--- src/rtl/mem_bus_master_pkg.sv ---
// Shared CPU bus definitions: FSM encoding, transaction owner and lane constants.
// Imported by the memory bus master and by any block that decodes its state.
package mem_bus_master_pkg;

    localparam logic [1:0] ST_IDLE = 2'd0;
    localparam logic [1:0] ST_BUS  = 2'd1;
    localparam logic [1:0] ST_RESP = 2'd2;

    localparam logic [3:0] BE_WORD = 4'b1111;

    typedef enum logic {
        OWN_FETCH = 1'b0,
        OWN_DATA  = 1'b1
    } owner_e;

    function automatic logic [31:0] word_addr(input logic [29:0] wa);
        return {wa, 2'b00};
    endfunction

endpackage

--- src/rtl/mem_bus_master.sv ---
// Avalon-MM master arbitrating fetch/data requests into single word transfers.
// Latency 2 + waitrequest cycles to ack; bus outputs held stable under waitrequest.
module mem_bus_master
    import mem_bus_master_pkg::*;
(
    input  logic        clk,
    input  logic        reset,

    input  logic        if_req,
    input  logic [31:0] if_addr,
    output logic        if_ack,
    output logic [31:0] if_rdata,

    input  logic        dm_req,
    input  logic        dm_we,
    input  logic [31:0] dm_addr,
    input  logic [3:0]  dm_byteenable,
    input  logic [31:0] dm_wdata,
    output logic        dm_ack,
    output logic [31:0] dm_rdata,

    output logic        addr_err,

    output logic [31:0] address,
    output logic        read,
    output logic        write,
    output logic [3:0]  byteenable,
    output logic [31:0] writedata,
    input  logic        waitrequest,
    input  logic [31:0] readdata
);

    logic [1:0]  state_q,      state_d;
    owner_e      owner_q,      owner_d;
    logic        we_q,         we_d;
    logic [31:0] address_q,    address_d;
    logic [3:0]  byteenable_q, byteenable_d;
    logic [31:0] writedata_q,  writedata_d;
    logic        read_q,       read_d;
    logic        write_q,      write_d;
    logic        if_ack_q,     if_ack_d;
    logic        dm_ack_q,     dm_ack_d;
    logic        addr_err_q,   addr_err_d;
    logic [31:0] if_rdata_q,   if_rdata_d;
    logic [31:0] dm_rdata_q,   dm_rdata_d;

    // Sub-word offset of a data access is resolved by the byte-lane stage.
    logic unused_dm_offset;
    assign unused_dm_offset = ^dm_addr[1:0];

    always_comb begin
        state_d      = state_q;
        owner_d      = owner_q;
        we_d         = we_q;
        address_d    = address_q;
        byteenable_d = byteenable_q;
        writedata_d  = writedata_q;
        read_d       = read_q;
        write_d      = write_q;
        if_rdata_d   = if_rdata_q;
        dm_rdata_d   = dm_rdata_q;
        if_ack_d     = 1'b0;
        dm_ack_d     = 1'b0;
        addr_err_d   = 1'b0;

        case (state_q)
            ST_IDLE: begin
                // Data wins: it belongs to the older instruction in the pipe.
                if (dm_req) begin
                    owner_d = OWN_DATA;
                    we_d    = dm_we;
                    if (dm_we && (dm_byteenable == 4'b0000)) begin
                        state_d  = ST_RESP;
                        dm_ack_d = 1'b1;
                    end else begin
                        state_d      = ST_BUS;
                        address_d    = word_addr(dm_addr[31:2]);
                        byteenable_d = dm_byteenable;
                        writedata_d  = dm_wdata;
                        read_d       = ~dm_we;
                        write_d      = dm_we;
                    end
                end else if (if_req) begin
                    owner_d = OWN_FETCH;
                    we_d    = 1'b0;
                    if (if_addr[1:0] != 2'b00) begin
                        state_d    = ST_RESP;
                        if_ack_d   = 1'b1;
                        addr_err_d = 1'b1;
                    end else begin
                        // Fetches carry no write payload; drive zeros rather than stale data.
                        state_d      = ST_BUS;
                        address_d    = word_addr(if_addr[31:2]);
                        byteenable_d = BE_WORD;
                        writedata_d  = 32'h0;
                        read_d       = 1'b1;
                    end
                end
            end

            ST_BUS: begin
                if (!waitrequest) begin
                    state_d = ST_RESP;
                    read_d  = 1'b0;
                    write_d = 1'b0;
                    if (owner_q == OWN_FETCH) begin
                        if_ack_d   = 1'b1;
                        if_rdata_d = readdata;
                    end else begin
                        dm_ack_d = 1'b1;
                        if (!we_q) begin
                            dm_rdata_d = readdata;
                        end
                    end
                end
            end

            ST_RESP: begin
                state_d = ST_IDLE;
            end

            default: begin
                state_d = ST_IDLE;
                read_d  = 1'b0;
                write_d = 1'b0;
            end
        endcase
    end

    always_ff @(posedge clk or posedge reset) begin
        if (reset) begin
            state_q      <= ST_IDLE;
            owner_q      <= OWN_FETCH;
            we_q         <= 1'b0;
            address_q    <= 32'h0;
            byteenable_q <= 4'h0;
            writedata_q  <= 32'h0;
            read_q       <= 1'b0;
            write_q      <= 1'b0;
            if_ack_q     <= 1'b0;
            dm_ack_q     <= 1'b0;
            addr_err_q   <= 1'b0;
            if_rdata_q   <= 32'h0;
            dm_rdata_q   <= 32'h0;
        end else begin
            state_q      <= state_d;
            owner_q      <= owner_d;
            we_q         <= we_d;
            address_q    <= address_d;
            byteenable_q <= byteenable_d;
            writedata_q  <= writedata_d;
            read_q       <= read_d;
            write_q      <= write_d;
            if_ack_q     <= if_ack_d;
            dm_ack_q     <= dm_ack_d;
            addr_err_q   <= addr_err_d;
            if_rdata_q   <= if_rdata_d;
            dm_rdata_q   <= dm_rdata_d;
        end
    end

    assign address    = address_q;
    assign byteenable = byteenable_q;
    assign writedata  = writedata_q;
    assign read       = read_q;
    assign write      = write_q;
    assign if_ack     = if_ack_q;
    assign dm_ack     = dm_ack_q;
    assign addr_err   = addr_err_q;
    assign if_rdata   = if_rdata_q;
    assign dm_rdata   = dm_rdata_q;

endmodule
--- config.mk ---
export PLATFORM = sky130hd
export DESIGN_NAME = mem_bus_master
export DESIGN_NICKNAME = d
export VERILOG_FILES = /design/src/rtl/mem_bus_master_pkg.sv /design/src/rtl/mem_bus_master.sv
export SDC_FILE = /design/constraint.sdc
export NUM_CORES = 1
export LEC_CHECK = 0
export ABC_AREA = 1
export BUFFER_PORTS_ARGS = -buffer_cell sky130_fd_sc_hd__buf_2
export CORE_MARGIN = 4
export CORE_UTILIZATION = 39
export DETAILED_ROUTE_END_ITERATION = 16
export HOLD_SLACK_MARGIN = 0.1
export PLACE_DENSITY = 0.78
export SETUP_SLACK_MARGIN = 0.4
export SYNTH_ARGS = -nofsm -noshare
export SYNTH_HDL_FRONTEND = slang
export SYNTH_SLANG_ARGS = --single-unit
--- constraint.sdc ---
create_clock -name clk -period 4.15 [get_ports clk]
set_input_delay 0.415 -clock clk [delete_from_list [all_inputs] [get_ports clk]]
set_output_delay 0.415 -clock clk [all_outputs]
set_load 0.02 [all_outputs]
; Yosys cells after proc, flatten, opt, wreduce, memory -nomap -nowiden
; Cells that the tools add are included.
[classes]
add_sub_neg = 0
mul = 0
n_div = 0
n_lt_le_gt_ge = 0
eq_ne = 10
shift = 0
n_mux = 42
bitwise = 5
n_reduce_logical = 12
[ops]
columns = cell, count
row1 = 32-bit two-way mux, 8
row2 = 1-bit two-way mux, 20
row3 = 4-bit two-way mux, 4
row4 = 4-bit AND reduction, 3
row5 = 2-bit two-way mux, 5
row6 = "2-bit inequality test, second input constant", 5
row7 = "3-bit inequality test, second input constant", 3
row8 = 1-bit case mux with 3 select lines, 2
row9 = 1-bit NOT, 5
row10 = 5-bit AND reduction, 1
row11 = 4-bit zero test, 1
row12 = 1-bit case mux with 2 select lines, 2
row13 = 2-bit case mux with 2 select lines, 1
row14 = 2-bit AND reduction, 2
row15 = 2-bit nonzero test, 2
row16 = 3-bit AND reduction, 1
row17 = "2-bit by 1-bit equality test with 1-bit output, second input constant", 1
row18 = "2-bit equality test, second input constant", 1
row19 = 2-bit zero test, 1
row20 = 1-bit logical AND, 1
[word_totals]
register_bits = 141
latchBits = 0
ramBits = 0
mem_bits_ro = 0
input_bits = 138
wordCells = 82
mem_count = 0

; Depth between registers and ports, before layout
; Gate-level depths: netlist of run 1.
[logic_depth]
ltp_word = 5
ltp_mapped = 9
depth_no_buf = 8

; Worst setup path after synthesis of run 1
; Ideal clock, no wire load.
[synth_path]
path_type = register -> register
start = register state_q[1]
end = register address_q[13] (netlist: address[13])
arrival_ps = 1348
path_slack_ps = 2685
path_stages_with_launch = 9
n_path_buf = 2
period_less_slack_ps = 1465
path_cell_list = dfrtp_1 > nor2_4 > inv_2 > a21oi_4 > nand3_1 > buf_4 > buf_2 > nand2_1 > nand2_1
[synth_between]
elab_chain_cells = 2
[synth_rtl]
columns = element, line
row1 = start: declaration, mem_bus_master.sv:33  ; logic [1:0] state_q, state_d;
row2 = start signal: assignment, mem_bus_master.sv:146  ; state_q <= state_d;
row3 = 2-bit zero test, mem_bus_master.sv:66  ; case (state_q)
row4 = 4-bit AND reduction (no source line), n/a
row5 = end signal: assignment, mem_bus_master.sv:149  ; address_q <= address_d;
row6 = end: declaration, mem_bus_master.sv:36  ; logic [31:0] address_q, address_d;
; Every way passes these cells.
; A chain may end at the register's enable or synchronous reset.

; Final worst setup path of run 1
[layout_path]
start = input port dm_req
end = register address_q[16] (netlist: address[16])
[layout_between]
elab_chain_cells = 2
elab_cells_between_ends = 5
cone_classes = eq/ne (2) / mux (1) / reduce/logical (2)
[layout_rtl]
columns = element, line
row1 = start: declaration, mem_bus_master.sv:14  ; input logic dm_req,
row2 = 2-bit inequality test (no source line) / 2-bit nonzero test (equally long branches), n/a
row3 = 4-bit AND reduction (no source line), n/a
; Parallel ways exist; a longest one is shown, timed or not.

==> impl_metrics.csv, run 1 <==
group,metric,value,unit
run_status,status,"completed",
floorplan,die_x,132,um
clocking,cts_num_sinks,139,
detailed_routing,met1Wirelength,6920,um
final_layout,multi_input_area,0.00209,sq mm
pwr,peakVddDrop,0.000313,V
timing,slew_violations,0,
timing,skew,6.14,ps
logic_synthesis,yosysTopAreaCell,"dfrtp_1",
floorplan,die_area,0.0175,sq mm
critical_path,critPathKind,"input port to flop",
final_layout,fin_area,0.00799,sq mm
timing,slew_headroom,27.3,%
detailed_routing,vias,5603,
critical_path,crit_required,4440,ps
timing,rsz0062_at_grt,"no",
detailed_routing,avgRoutedWirePerCell,13.9,um
floorplan,initial_core_util,39.7,%
placement,postPlaceCellArea,0.00746,sq mm
detailed_routing,wirelength,16400,um
clocking,cts.clk_slew.worst_paths,60,ps
timing,min_period,2570,ps
clocking,htree_num_levels,4,
run,maxCapViolCount,0,
logic_synthesis,syn_area_per_cell,8.21,sq um
floorplan,rows,45,
detailed_routing,drc,0,
clocking,cts_tree,"built",
logic_synthesis,synth_top_area_share,57.9,%
floorplan,die_h,132,um
critical_path,reg2reg_slack,1670,ps
grt,grt_pass1_vias,5259,
timing,worst_slew_pin_slew,1090,ps
placement,hpwlAfterDp,11600,um
final_layout,fin_util,52.8,%
final_layout,layout_common_cells,"nand2_1 (320), buf_2 (270), dfrtp_1 (139), o21ai_0 (70), inv_1 (61)",
critical_path,start_kind,"input port",
clocking,ctsResizeCount,0,
clocking,post_cts_buffers,0,
critical_path,crit_arrival,2860,ps
pwr,leakagePower,4.77,nW
grt,antenna_found_initial,0,
detailed_routing,ant_nets,0,
placement,portBuffers,270,
floorplan,core,0.0151,sq mm
detailed_routing,met2_wirelength,7620,um
pwr,power.density,772,mW/mm^2
logic_synthesis,synthTopCellsByArea,"dfrtp_1 (58%), nand2_1 (20%), o21ai_0 (5.8%)",
logic_synthesis,synthArstFlopShare,100,%
timing,hold_ws,234,ps
logic_synthesis,ys_seq_area_share,57.9,%
placement,gp_congestion,0.797,
grt,grt_first_pass_wirelength,26300,um
logic_synthesis,yosysUniqueCellTypes,20,
detailed_routing,dr.pass1.iters,4,
final_layout,drive_gt1_share,31.8,%
logic_synthesis,ys_ff_latch,139,
final_layout,num_antenna_cells,0,
final_layout,seqCellArea,0.00348,sq mm
clocking,clock_tree.root_cell,"clkbuf_16",
clocking,numCtsBuffers,17,
final_layout,area_growth,33.0,%
clocking,clk_latency,410,ps
final_layout,num-fill-cells,1397,
clocking,holdBufCountCts,0,
timing,setup_viol,0,
final_layout,final_common_cell,"nand2_1",
final_layout,num-nets-final,1117,
detailed_routing,via_per_inst,4.75,
logic_synthesis,synth_edf_count,0,
grt,grt_max_degree,140,
grt,overflow,0,
timing,period_share,61.9,%
timing,fin_tns_setup,0,ps
detailed_routing,highest_layer,"met4",
logic_synthesis,synth.cell_area,0.00601,sq mm
timing,finalHoldViolations,0,
timing,clock.fmax,390,MHz
detailed_routing,drt-initial-drc-count,273,
grt,grt.total_usage,18.6,%
logic_synthesis,synth_ff_type,"dfrtp_1",
detailed_routing,wl_met3,1470,um
logic_synthesis,yosysWarningCount,0,
critical_path,end_kind,"flop",
logic_synthesis,synthCells,732,
critical_path,path_max_fanout,50,
clocking,clockBufferDepth,2,
min_path,hp-class,"input port to flop",
floorplan,ios,275,
==> where the power goes <==
part | internal, mW | switching, mW | total, mW
Combinational | 0.795 | 1.73 | 2.53
Clock | 0.790 | 0.549 | 1.34
Sequential | 1.98 | 0.325 | 2.30
Total | 3.56 | 2.61 | 6.17
==> cells by family after synthesis <==
group	Yosys count	synth area share (%)
AOI/OAI and AO/OA	72	6.23
buffers and inverters	113	7.48
DFF	139	57.9
other	1	0.0624
and+or+nand+nor	407	28.3
==> area by class of cell <==
type / count / share of cell area (%)
Timing Repair Buffer: 276 / 17.6
Clock buffer: 21 / 5.76
Inverter: 64 / 3.05
Multi-Input combinational cell: 481 / 26.2
Sequential cell: 139 / 43.5
Clock inverter: 10 / 0.861
Tap cell: 188 / 2.94
==> cells in the mapped netlist (2+ instances only) <==
library cell	count
nor2_1	7
buf_1	5
clkbuf_1	30
o21ai_0	70
inv_1	62
or2_2	2
dfrtp_1	139
nand4_1	49
buf_2	11
buf_4	3
nand3_1	24
nand2_1	322
==> per-stage QoR <==
step / power [mW] / setup slack [ps] / std cells
3_3_place_gp: 4.81 / 1230 / 1148
4_1_cts: 6.24 / 1600 / 1179
3_5_place_dp: 4.88 / 1150 / 1148
2_1_floorplan: 3.92 / 2000 / 733
6_report: 6.17 / 1580 / 1179
5_1_grt: 6.61 / 1410 / 1179
==> registers in the layout, indices dropped and copies added (netlist names) <==
signal	count
addr_err	1
address	30
byteenable	4
dm_ack	1
dm_rdata	32
if_ack	1
if_rdata	32
owner_q	1
read	1
state_q	2
we_q	1
write	1
writedata	32
==> path summary, 6_finish.rpt <==
| check | endpoint | start | cells after the start |
|---|---|---|---|
| worst max-delay path | address[16] | dm_req | 7 |
| worst min-delay path | writedata[18] | dm_wdata[18] | 3 |
| worst max register to register | address[16] | state_q[1] | 7 |
| worst min register to register | writedata[7] | writedata[7] | 2 |
| max in group asynchronous | we_q | reset | 3 |
| min in group asynchronous | dm_rdata[22] | reset | 3 |
==> per-layer routing <==
layer,GRT usage [%],up-vias
met3,6.49,27
met2,29.3,248
li1,-,2799
met1,23.8,2529
met5,0,-
met4,6.71,0
==> critical path, cell delays in order <==
cell	delay, ps
buf_2	650
inv_1	350
a21oi_4	220
nand3_2	530
buf_4	490
nand2_1	100
nand2_1	60
No activity file was read; power rests on OpenSTA's default activity.
==> run 2, diff against run 1 <==
PLACE_DENSITY = 0.76   (was 0.78)
clock period = 2.4 ns   (was 4.15 ns; I/O delays follow)
==> impl_metrics.csv, run 2 (synthesis gave the netlist of run 1 again) <==
group,metric,value,unit
timing,rsz0062_at_grt,"no",
clocking,cts_num_sinks,139,
detailed_routing,drt-initial-drc-count,340,
floorplan,rows,45,
timing,clock.fmax,613,MHz
run,maxCapViolCount,0,
min_path,hold_end,"if_rdata[13]",
final_layout,num_antenna_cells,0,
final_layout,fin_area,0.00854,sq mm
timing,min_period,1630,ps
timing,slew_headroom,61.5,%
clocking,cts.clk_slew.worst_paths,60,ps
pwr,peakVddDrop,0.000538,V
critical_path,crit_required,2650,ps
timing,finalHoldViolations,0,
placement,portBuffers,270,
floorplan,ios,275,
final_layout,layout_common_cells,"nand2_1 (319), buf_2 (270), dfrtp_1 (139), o21ai_0 (70), inv_1 (61)",
critical_path,end_kind,"flop",
detailed_routing,wirelength,17500,um
final_layout,final_common_cell,"nand2_1",
min_path,min-delay-start,"readdata[13]",
clocking,cts_tree,"built",
critical_path,reg2reg_from,"state_q[0]",
timing,fin_tns_setup,0,ps
critical_path,crit_arrival,1890,ps
critical_path,r2r_end,"dm_rdata[26]",
timing,hold_ws,116,ps
detailed_routing,drc,0,
placement,hpwlAfterDp,11800,um
detailed_routing,ant_nets,0,
grt,grt.total_usage,20.3,%
min_path,hp-class,"input port to flop",
clocking,clockBufferDepth,2,
timing,slew_violations,0,
timing,worst_slew_pin_slew,578,ps
placement,dp_slack,638,ps
clocking,numCtsBuffers,17,
floorplan,die_h,132,um
floorplan,initial_core_util,39.7,%
critical_path,critPathKind,"flop to flop",
final_layout,area_growth,42.1,%
pwr,finalPower,11.1,mW
detailed_routing,vias,5898,
timing,worst_slack,769,ps
final_layout,num-nets-final,1164,
clocking,clock_tree.root_cell,"clkbuf_16",
pwr,power.density,1300,mW/mm^2
grt,grt_pass1_vias,5619,
critical_path,reg2reg_slack,770,ps
grt,grt_first_pass_wirelength,28500,um
timing,skew,7.58,ps
floorplan,die_x,132,um
timing,period_share,68.0,%
timing,setup_viol,0,
detailed_routing,dr.pass1.iters,4,
clocking,clk_latency,410,ps
detailed_routing,avgRoutedWirePerCell,14.3,um
run_status,status,"completed",
grt,grt_max_degree,73,
min_path,hold_depth,3,
grt,overflow,0,
placement,postPlaceCellArea,0.00755,sq mm
placement,gp_congestion,0.798,
clocking,htree_num_levels,4,
final_layout,drive_gt1_share,31.3,%
pwr,leakagePower,5.01,nW
critical_path,path_max_fanout,64,
critical_path,start_kind,"flop",
floorplan,core,0.0151,sq mm
detailed_routing,via_per_inst,4.81,
grt,antenna_found_initial,0,
floorplan,die_area,0.0175,sq mm
critical_path,worstRegToRegCells,7,
## run 2: cell count changes in the layout (fill, tap and decap cells not counted), sizes merged
| cell | delta |
|---|---|
| bufinv | +2 |
| buf | +8 |
| clkinv | -3 |
| clkbuf | +2 |
| dlygate4sd3 | +39 |
## run 2: final cells by class
| class | count | area, sq um |
|---|---|---|
| Timing Repair Buffer | 323 | 1880 |
| Clock inverter | 9 | 110 |
| Clock buffer | 23 | 488 |
| Fill cell | 1324 | 6610 |
| Sequential cell | 139 | 3480 |
| Inverter | 64 | 244 |
| Multi-Input combinational cell | 481 | 2100 |
| Tap cell | 188 | 235 |
## run 2: stage by stage
stage               utilization, %  cells
finish                        56.4   1227
floorplan                        -    733
CTS                           56.4   1227
detailed placement            49.8   1156
global route                  56.4   1227
global placement              49.8   1156
## run 2: worst max-delay path, cell delays in order (launching register included)
cell and delay, ps:
dfrtp_1 410, inv_1 110, nor2_1 50, nand2_1 70
inv_1 80, nand3_2 60, buf_4 460, o21ai_0 200
## run 2: repair_timing
item	CTS	global route
setup buffers	0	0
hold buffers	39	0
endpoints found under the hold margin	157	0
setup endpoints to repair	0	0
gates resized for setup	0	0
## run 2: layer usage
metal,GRT usage (%),share of wire (%),vias up
met4,8.34,2.8,0
met1,25.9,42,2692
met2,32.0,46,270
li1,-,-,2894
met5,0,0,-
met3,6.53,8.4,42
## run 2: power by group
group / internal (mW) / leakage (nW) / switching [mW] / total (mW)
registers: 3.41 / 1.75 / 0.563 / 3.98
logic: 1.45 / 2.98 / 3.06 / 4.51
clock network: 1.64 / 0.286 / 0.972 / 2.61
## run 2: how the worst max path moves through the flow
stage          startpoint             to  slack (ps)  depth (start not counted)
3_5_place_dp       dm_req    address[20]         640                          7
5_1_grt        state_q[0]   if_rdata[24]         610                          8
4_1_cts        state_q[1]  writedata[24]         770                          6
2_1_floorplan       reset       addr_err         420                          1
6_report       state_q[0]   dm_rdata[26]         770                          7
3_3_place_gp       dm_req    address[12]         690                          7
